===== config.mk =====
export PLATFORM = sky130hd
export DESIGN_NAME = gaussian_elim_engine
export DESIGN_NICKNAME = d
export VERILOG_FILES = /design/src/rtl/gaussian_elim_engine.sv
export SDC_FILE = /design/constraint.sdc
export NUM_CORES = 2
export LEC_CHECK = 0
export ABC_AREA = 1
export CAP_MARGIN = 15
export CELL_PAD_IN_SITES_DETAIL_PLACEMENT = 0
export CELL_PAD_IN_SITES_GLOBAL_PLACEMENT = 1
export CORE_ASPECT_RATIO = 1.1
export CORE_MARGIN = 1
export CORE_UTILIZATION = 40
export CTS_CLUSTER_DIAMETER = 30
export DETAILED_ROUTE_END_ITERATION = 10
export HOLD_SLACK_MARGIN = 0.12
export PLACE_DENSITY_LB_ADDON = 0.05
export SYNTH_ARGS = -nofsm -noshare
export SYNTH_HDL_FRONTEND = slang
export SYNTH_SLANG_ARGS = --single-unit

===== constraint.sdc =====
create_clock -name clk -period 14.3 [get_ports clk]
set_input_delay 2.145 -clock clk [delete_from_list [all_inputs] [get_ports clk]]
set_output_delay 2.145 -clock clk [all_outputs]
set_load 0.005 [all_outputs]

===== src/rtl/gaussian_elim_engine.sv =====
// Gaussian-elimination row-update engine: streams A[r][col] -= c[p]*A[p][col]
// over every pivot at one element per cycle through a two-stage datapath.
module gaussian_elim_engine #(
    parameter int N         = 16,
    parameter int DATA_W    = 32,
    parameter int AW        = $clog2(N * N),
    parameter int CW        = (N > 2) ? $clog2(N) : 1,
    parameter bit SKIP_ZERO = 1'b0
) (
    input  logic              clk,
    input  logic              rst,
    input  logic              start,
    output logic              busy,
    output logic              done,
    output logic              c_rd_en,
    output logic [CW-1:0]     c_rd_addr,
    input  logic [DATA_W-1:0] c_rd_data,
    output logic              a_rd_en,
    output logic [AW-1:0]     a_rd_addr,
    input  logic [DATA_W-1:0] a_rd_data,
    output logic              b_rd_en,
    output logic [AW-1:0]     b_rd_addr,
    input  logic [DATA_W-1:0] b_rd_data,
    output logic              st_en,
    output logic [AW-1:0]     st_addr,
    output logic [DATA_W-1:0] st_data
);

    typedef enum logic [2:0] {
        IDLE   = 3'd0,
        LOAD_C = 3'd1,
        WAIT_C = 3'd2,
        STREAM = 3'd3,
        DRAIN  = 3'd4,
        DONE   = 3'd5
    } state_t;

    localparam logic [CW-1:0] LAST_IDX = CW'(N - 1);
    localparam logic [CW-1:0] PEN_IDX  = CW'(N - 2);
    localparam logic [AW-1:0] N_AW     = AW'(N);
    localparam logic [AW-1:0] LAST_AW  = AW'(N - 1);

    state_t              state_r;
    state_t              state_next_s;
    logic [CW-1:0]       p_r;
    logic [CW-1:0]       r_r;
    logic [CW-1:0]       col_r;
    logic [DATA_W-1:0]   c_r;
    logic [AW-1:0]       a_addr_r;
    logic [AW-1:0]       b_addr_r;
    logic                drain_cnt_r;
    logic                issue_r;
    logic                busy_r;
    logic                done_r;
    logic                c_rd_en_r;
    logic [CW-1:0]       c_rd_addr_r;
    logic                v1_r;
    logic [AW-1:0]       addr1_r;
    logic                v2_r;
    logic [AW-1:0]       addr2_r;
    logic [DATA_W-1:0]   a_q_r;
    logic [DATA_W-1:0]   prod_r;

    logic                skip_pivot_s;
    logic                last_elem_s;
    logic                row_end_s;
    logic [AW-1:0]       pivot_diag_s;

    assign skip_pivot_s = (SKIP_ZERO == 1'b1) && (c_rd_data == {DATA_W{1'b0}});
    assign row_end_s    = (col_r == LAST_IDX);
    assign last_elem_s  = (r_r == LAST_IDX) && row_end_s;
    assign pivot_diag_s = AW'(p_r) * N_AW + AW'(p_r);

    // Next-state decode of the run sequencer.
    always_comb begin
        state_next_s = state_r;
        case (state_r)
            IDLE: begin
                if (start) state_next_s = LOAD_C;
                else       state_next_s = IDLE;
            end
            LOAD_C: state_next_s = WAIT_C;
            WAIT_C: begin
                if (skip_pivot_s) state_next_s = DRAIN;
                else              state_next_s = STREAM;
            end
            STREAM: begin
                if (last_elem_s) state_next_s = DRAIN;
                else             state_next_s = STREAM;
            end
            DRAIN: begin
                if (drain_cnt_r) begin
                    if (p_r == PEN_IDX) state_next_s = DONE;
                    else                state_next_s = LOAD_C;
                end else begin
                    state_next_s = DRAIN;
                end
            end
            DONE:    state_next_s = IDLE;
            default: state_next_s = IDLE;
        endcase
    end

    // State, loop counters, c capture and registered read-port strobes/addresses.
    always_ff @(posedge clk) begin
        if (rst) begin
            state_r     <= IDLE;
            p_r         <= {CW{1'b0}};
            r_r         <= {CW{1'b0}};
            col_r       <= {CW{1'b0}};
            c_r         <= {DATA_W{1'b0}};
            a_addr_r    <= {AW{1'b0}};
            b_addr_r    <= {AW{1'b0}};
            drain_cnt_r <= 1'b0;
            issue_r     <= 1'b0;
            busy_r      <= 1'b0;
            done_r      <= 1'b0;
            c_rd_en_r   <= 1'b0;
            c_rd_addr_r <= {CW{1'b0}};
        end else begin
            state_r   <= state_next_s;
            busy_r    <= (state_next_s == LOAD_C) || (state_next_s == WAIT_C) ||
                         (state_next_s == STREAM) || (state_next_s == DRAIN);
            done_r    <= (state_next_s == DONE);
            c_rd_en_r <= (state_next_s == LOAD_C);
            issue_r   <= (state_next_s == STREAM);
            case (state_r)
                IDLE: begin
                    if (start) begin
                        p_r         <= {CW{1'b0}};
                        c_rd_addr_r <= {CW{1'b0}};
                    end else begin
                        p_r <= p_r;
                    end
                end
                WAIT_C: begin
                    c_r         <= c_rd_data;
                    r_r         <= p_r + 1'b1;
                    col_r       <= p_r;
                    b_addr_r    <= pivot_diag_s;
                    a_addr_r    <= pivot_diag_s + N_AW;
                    drain_cnt_r <= 1'b0;
                end
                STREAM: begin
                    // Row wrap jumps both addresses back to column p.
                    if (row_end_s) begin
                        col_r    <= p_r;
                        r_r      <= r_r + 1'b1;
                        a_addr_r <= a_addr_r + 1'b1 + AW'(p_r);
                        b_addr_r <= b_addr_r - LAST_AW + AW'(p_r);
                    end else begin
                        col_r    <= col_r + 1'b1;
                        a_addr_r <= a_addr_r + 1'b1;
                        b_addr_r <= b_addr_r + 1'b1;
                    end
                end
                DRAIN: begin
                    drain_cnt_r <= ~drain_cnt_r;
                    if (drain_cnt_r && (p_r != PEN_IDX)) begin
                        p_r         <= p_r + 1'b1;
                        c_rd_addr_r <= p_r + 1'b1;
                    end else begin
                        p_r <= p_r;
                    end
                end
                default: p_r <= p_r;
            endcase
        end
    end

    // Two-stage update pipeline: operand/product capture, then the store.
    always_ff @(posedge clk) begin
        if (rst) begin
            v1_r    <= 1'b0;
            addr1_r <= {AW{1'b0}};
            v2_r    <= 1'b0;
            addr2_r <= {AW{1'b0}};
            a_q_r   <= {DATA_W{1'b0}};
            prod_r  <= {DATA_W{1'b0}};
        end else begin
            v1_r    <= issue_r;
            addr1_r <= a_addr_r;
            v2_r    <= v1_r;
            addr2_r <= addr1_r;
            if (v1_r) begin
                a_q_r  <= a_rd_data;
                prod_r <= c_r * b_rd_data;
            end else begin
                a_q_r  <= a_q_r;
                prod_r <= prod_r;
            end
        end
    end

    assign busy      = busy_r;
    assign done      = done_r;
    assign c_rd_en   = c_rd_en_r;
    assign c_rd_addr = c_rd_addr_r;
    assign a_rd_en   = issue_r;
    assign a_rd_addr = a_addr_r;
    assign b_rd_en   = issue_r;
    assign b_rd_addr = b_addr_r;
    assign st_en     = v2_r;
    assign st_addr   = addr2_r;
    assign st_data   = a_q_r - prod_r;

endmodule


# --- After elaboration in Yosys (flattened, before gate mapping) ---
# Cells that the tools add are included.
op_classes:
  eq_ne: 16
  div_mod_pow: 0
  reduce_logical: 11
  shifts: 0
  n_mux: 17
  bitwise: 1
  mul: 1
  n_lt_le_gt_ge: 0
  n_addsub: 11
op_table:
  columns: ["cell", "n"]
  rows:
  - ["multiplier 32 x 32 -> 32 bit", 1]
  - ["case mux 8 bit (2 select lines)", 2]
  - ["subtractor 32 bit", 1]
  - ["adder 8 x 4 -> 8 bit", 3]
  - ["case mux 4 bit (2 select lines)", 3]
  - ["adder 8 x 1 -> 8 bit, second input constant", 2]
  - ["2-to-1 mux 4 bit", 4]
  - ["2-to-1 mux 8 bit", 2]
  - ["case mux 3 bit (5 select lines)", 1]
  - ["adder 4 x 1 -> 4 bit, second input constant", 3]
  - ["== test 3 x 2 -> 1 bit, second input constant", 4]
  - ["== test 4 bit, second input constant", 3]
  - ["== test 3 bit, second input constant", 3]
  - ["2-to-1 mux 3 bit", 3]
  - ["adder 8 x 5 -> 8 bit, second input constant", 1]
  - ["subtractor 8 x 4 -> 8 bit, second input constant", 1]
  - ["== test 3 x 1 -> 1 bit, second input constant", 2]
  - ["inequality test 2 bit, second input constant", 3]
  - ["nonzero test 2 bit", 3]
  - ["inequality test 4 bit, second input constant", 1]
  - ["zero test 3 bit", 1]
  - ["logical OR 1 bit", 3]
  - ["AND reduction 3 bit", 1]
  - ["logical AND 1 bit", 2]
  - ["4 further kinds", 4]
word_totals:
  ff_bits: 150
  mem_count: 0
  latchBits: 0
  mem_bits_ro: 0
  out_inout_bits: 66
  ramBits: 0

# --- Depth between registers and ports, before layout ---
depth:
  depth_word: 8
  mapped_depth: 33
  ltp_nobuf: 31

# --- Worst setup path before layout ---
# No wires, ideal clock.
synth_timing:
  path_kind: "in2reg"
  start: "input port b_rd_data[12]"
  end: "register prod_r[29]"
  t_arrival_ns: 8.211
  setup_time_ns: 0.115
  t_required_ns: 14.185
  n_path_buf: 2
  path_stages: 26
  path_slack_ns: 5.973
  path_cell_list: "clkbuf_1 clkbuf_1 nand2_1 fa_1 inv_1 fa_1 inv_1 fa_1 fa_1 fa_1 inv_1 fa_1 fa_1 inv_1 fa_1 inv_1 ha_1 nand2_1 nor4_1 nand3_1 nand3_1 a31oi_1 nand2_1 nand2_1 o21ai_0 inv_1"
synth_between:
  elab_chain_len: 1
synth_lines:
  columns: ["element", "line_no", "text"]
  rows:
  - ["start, declared", "23", "input logic [DATA_W-1:0] b_rd_data,"]
  - ["multiplier 32 x 32 -> 32 bit", "187", "prod_r <= c_r * b_rd_data;"]
  - ["end signal, assigned", "179", "prod_r <= {DATA_W{1'b0}};"]
  - ["end signal, assigned", "187", null]
  - ["end signal, assigned", "190", "prod_r <= prod_r;"]
  - ["end, declared", "62", "logic [DATA_W-1:0] prod_r;"]
# Every way passes these cells.
# A chain may end at the register's enable or synchronous reset.

# --- Worst setup path in the final report ---
layout_timing:
  start: "input port b_rd_data[8]"
  end: "register prod_r[22]"
# The elaborated chain is that of the path after synthesis.

==> flow_summary_export.csv <==
group,metric,value,unit
synth,synth_cell_type_count,56,
synth,avgSynthCellArea,7.36,um2
clock_network,htree_levels,4,
synth,synth_edf_count,0,
clock_network,cts_tree,"done",
detailed_routing,drt-total-wl,70300,um
timing,setup_violations,0,
detailed_routing,drcViolationCount,0,
cells_and_area,syn_to_final_growth,11.6,%
synth,synth_largest_area_cell,"fa_1",
timing,layout_worst_path_cycle_share,64.4,%
setup_path,startpoint_type,"input port",
setup_path,endpoint_kind,"register",
synth,syn_area,0.0245,mm2
run_status,status,"complete, no violations",
synth,async_flop_share,0,%
global_routing,grt_usage,23.7,%
floorplanning,die-area,0.0623,mm2
clock_network,cts_resized,0,
floorplanning,row_count,94,
timing,final_hold_viol_count,0,
global_routing,grt_max_degree,80,
timing,relSlewSlack,18.7,%
timing,rsz0062_at_grt,"false",
clock_network,cts_setup_buffers,0,
clock_network,holdBufCountCts,0,
cells_and_area,ff_latch_area,0.00301,mm2
detailed_routing,drtAntennaViolNets,0,
cells_and_area,fin_nets,4065,
flow_run,max-cap-violations,0,
timing,period_needed,9210,ps
worst_hold_path,hp-class,"reg2reg",
clock_network,cts_made_buffers,17,
placement,io_buffers,164,
cells_and_area,multi_input_area,0.0175,mm2
power_and_ir_drop,powerDensity,192,mW/mm2
detailed_routing,vias_per_cell,4.79,
floorplanning,io-pin-count,165,
clock_network,clock_path_buffers,2,
clock_network,clkLatencyLatePin,480,ps
synth,synth_fp_nets,4008,
setup_path,cp.arrival,9620,ps
timing,fmax,0.109,GHz
clock_network,clock-sinks,150,
synth,yosysWarnings,0,
placement,pre_cts_ws,4610,ps
synth,ys_seq_elements,150,
synth,synthTopCellsByCount,"inv_1, nand2_1, fa_1, nor2_1, ha_1",
detailed_routing,drt_iter0_markers,935,
floorplanning,die_h,262,um
global_routing,antenna_found_initial,2,
timing,fin_worst_skew,25.3,ps
synth,synth_top_cell_area_share,33.6,%
synth,yosysSeqAreaShare,12.3,%
timing,setup_ws,5090,ps
power_and_ir_drop,power.leakage,15.6,nW
global_routing,grt_pass1_vias,21300,
detailed_routing,drtPass1Iterations,5,
setup_path,worstSetupPathType,"in2reg",
placement,gp_congestion,0.850,
clock_network,clk_pin_slew,80,ps
detailed_routing,wire_per_inst,16.7,um
timing,final.setup.tns,0,ps
cells_and_area,fill_cells,6293,
timing,worst_pin_slew,1220,ps
synth,ys_top_cells_by_area,"fa_1, inv_1, dfxtp_1",
setup_path,crit_required,14710,ps
power_and_ir_drop,peakVddDrop,234,uV
detailed_routing,vias,20200,
placement,hpwlAfterDp,56800,um
cells_and_area,drive_gt1_share,2.94,%
synth,postSynthCellCount,3330,
setup_path,path_max_fanout,24,
global_routing,grt-ovfl-total,0,
timing,finalMaxSlewViolations,0,
floorplanning,initial_core_util,40.7,%
floorplanning,coreArea,0.0602,mm2
clock_network,cts_root_buf,"clkbuf_16",
synth,yosysMostFrequentCell,"inv_1",
global_routing,grt_pass1_wl,115000,um
floorplanning,die_w,238,um
synth,synth-main-ff-cell,"dfxtp_1",
[kinds of logic (layout without fill, tap and decap cells)]
| family | count (synthesis) | after routing | share of synthesized area (%) |
|---|---|---|---|
| XOR/XNOR | 73 | 73 | 2.61 |
| AND/OR/NAND/NOR | 1122 | 1122 | 18.4 |
| buffers and inverters | 1049 | 1119 | 16.4 |
| AO/OA/AOI/OAI | 357 | 357 | 8.28 |
| other | 0 | 1 | 0 |
| adder cells (fa/ha/maj) | 579 | 579 | 42.1 |
| flip-flops | 150 | 150 | 12.3 |
[state kept, by name, indices dropped and copies added, names as in the netlist, 3 cells and up]
signal,count
r_r,4
c_rd_addr,4
b_rd_addr,8
c_r,32
prod_r,32
addr1_r,8
state_r,3
a_rd_addr,8
st_addr,8
a_q_r,32
col_r,4
[cell usage in the layout (no fill, tap or decap), types with 10 or more instances in the layout]
cell             netlist  layout
a21oi_1              110     110
a31oi_1               16      16
buf_4                  5      21
clkbuf_16              0      17
clkdlybuf4s50_1        0     163
dfxtp_1              150     147
fa_1                 411     411
ha_1                 168     168
inv_1                890     889
nand2_1              783     783
nand3_1               74      74
nand4_1               12      12
nor2_1               213     213
nor3_1                10      10
o21ai_0              161     161
xnor2_1               28      28
xor2_1                45      45
[layout make-up]
type / instances / area share (%)
timing repair buffer: 186 / 6.61
clock inverter: 15 / 0.745
antenna: 1 / 0.00915
inverter: 901 / 12.4
sequential: 150 / 11.0
tap: 816 / 3.73
multi-input combinational: 2131 / 64.0
clock buffer: 17 / 1.55
[worst paths after layout]
| kind | start | slack (ps) | to | cells after the start |
|---|---|---|---|---|
| max reg2reg | c_r[12]$_SDFFE_PP0P_ | 7000 | prod_r[22]$_SDFFE_PP0P_ | 22 |
| min reg2reg | addr1_r[6]$_SDFF_PP0_ | 410 | st_addr[6]$_SDFF_PP0_ | 2 |
| max | b_rd_data[8] | 5090 | prod_r[22]$_SDFFE_PP0P_ | 23 |
| min | addr1_r[6]$_SDFF_PP0_ | 410 | st_addr[6]$_SDFF_PP0_ | 2 |
[layer usage]
| layer | vias to the layer above | wire length (um) | global-route usage (%) | share of wire [%] |
|---|---|---|---|---|
| li1 | 9843 | - | - | - |
| met1 | 9859 | 29200 | 28.9 | 42 |
| met2 | 385 | 37000 | 43.9 | 53 |
| met3 | 93 | 2110 | 2.23 | 3.0 |
| met4 | 0 | 1890 | 7.87 | 2.7 |
| met5 | - | 0 | 0 | 0 |
[stage by stage]
step	hold WS, ps	instance area, um2	total power, W	util, %	instances
floorplan	388	24500	0.00349	-	3330
global placement	395	26700	0.00483	44.4	4183
detailed placement	396	26700	0.00486	44.4	4184
CTS	407	27400	0.00538	45.4	4216
global route	431	27400	0.00593	45.4	4217
finish	406	27400	0.00525	45.4	4217
[critical path, stage by stage]
cell and delay (ps):
clkdlybuf4s50_1 1260, nand2_1 190, fa_1 450, inv_1 70, fa_1 430, fa_1 520, inv_1 50, fa_1 470
inv_1 50, fa_1 500, inv_1 50, fa_1 530, inv_1 50, fa_1 520, fa_1 430, ha_1 380
nand2_1 110, nor4_1 620, nand4_1 260, a31o_2 270, nand3_1 70, o211ai_1 90, inv_1 70
[where the power goes]
part,switching [W],internal [W],total (W)
combinational,0.00254,0.00169,0.00422
sequential,0.0000917,0.000464,0.000556
clock,0.000238,0.000238,0.000477
Note: power is estimated with default switching activity, not from simulation.
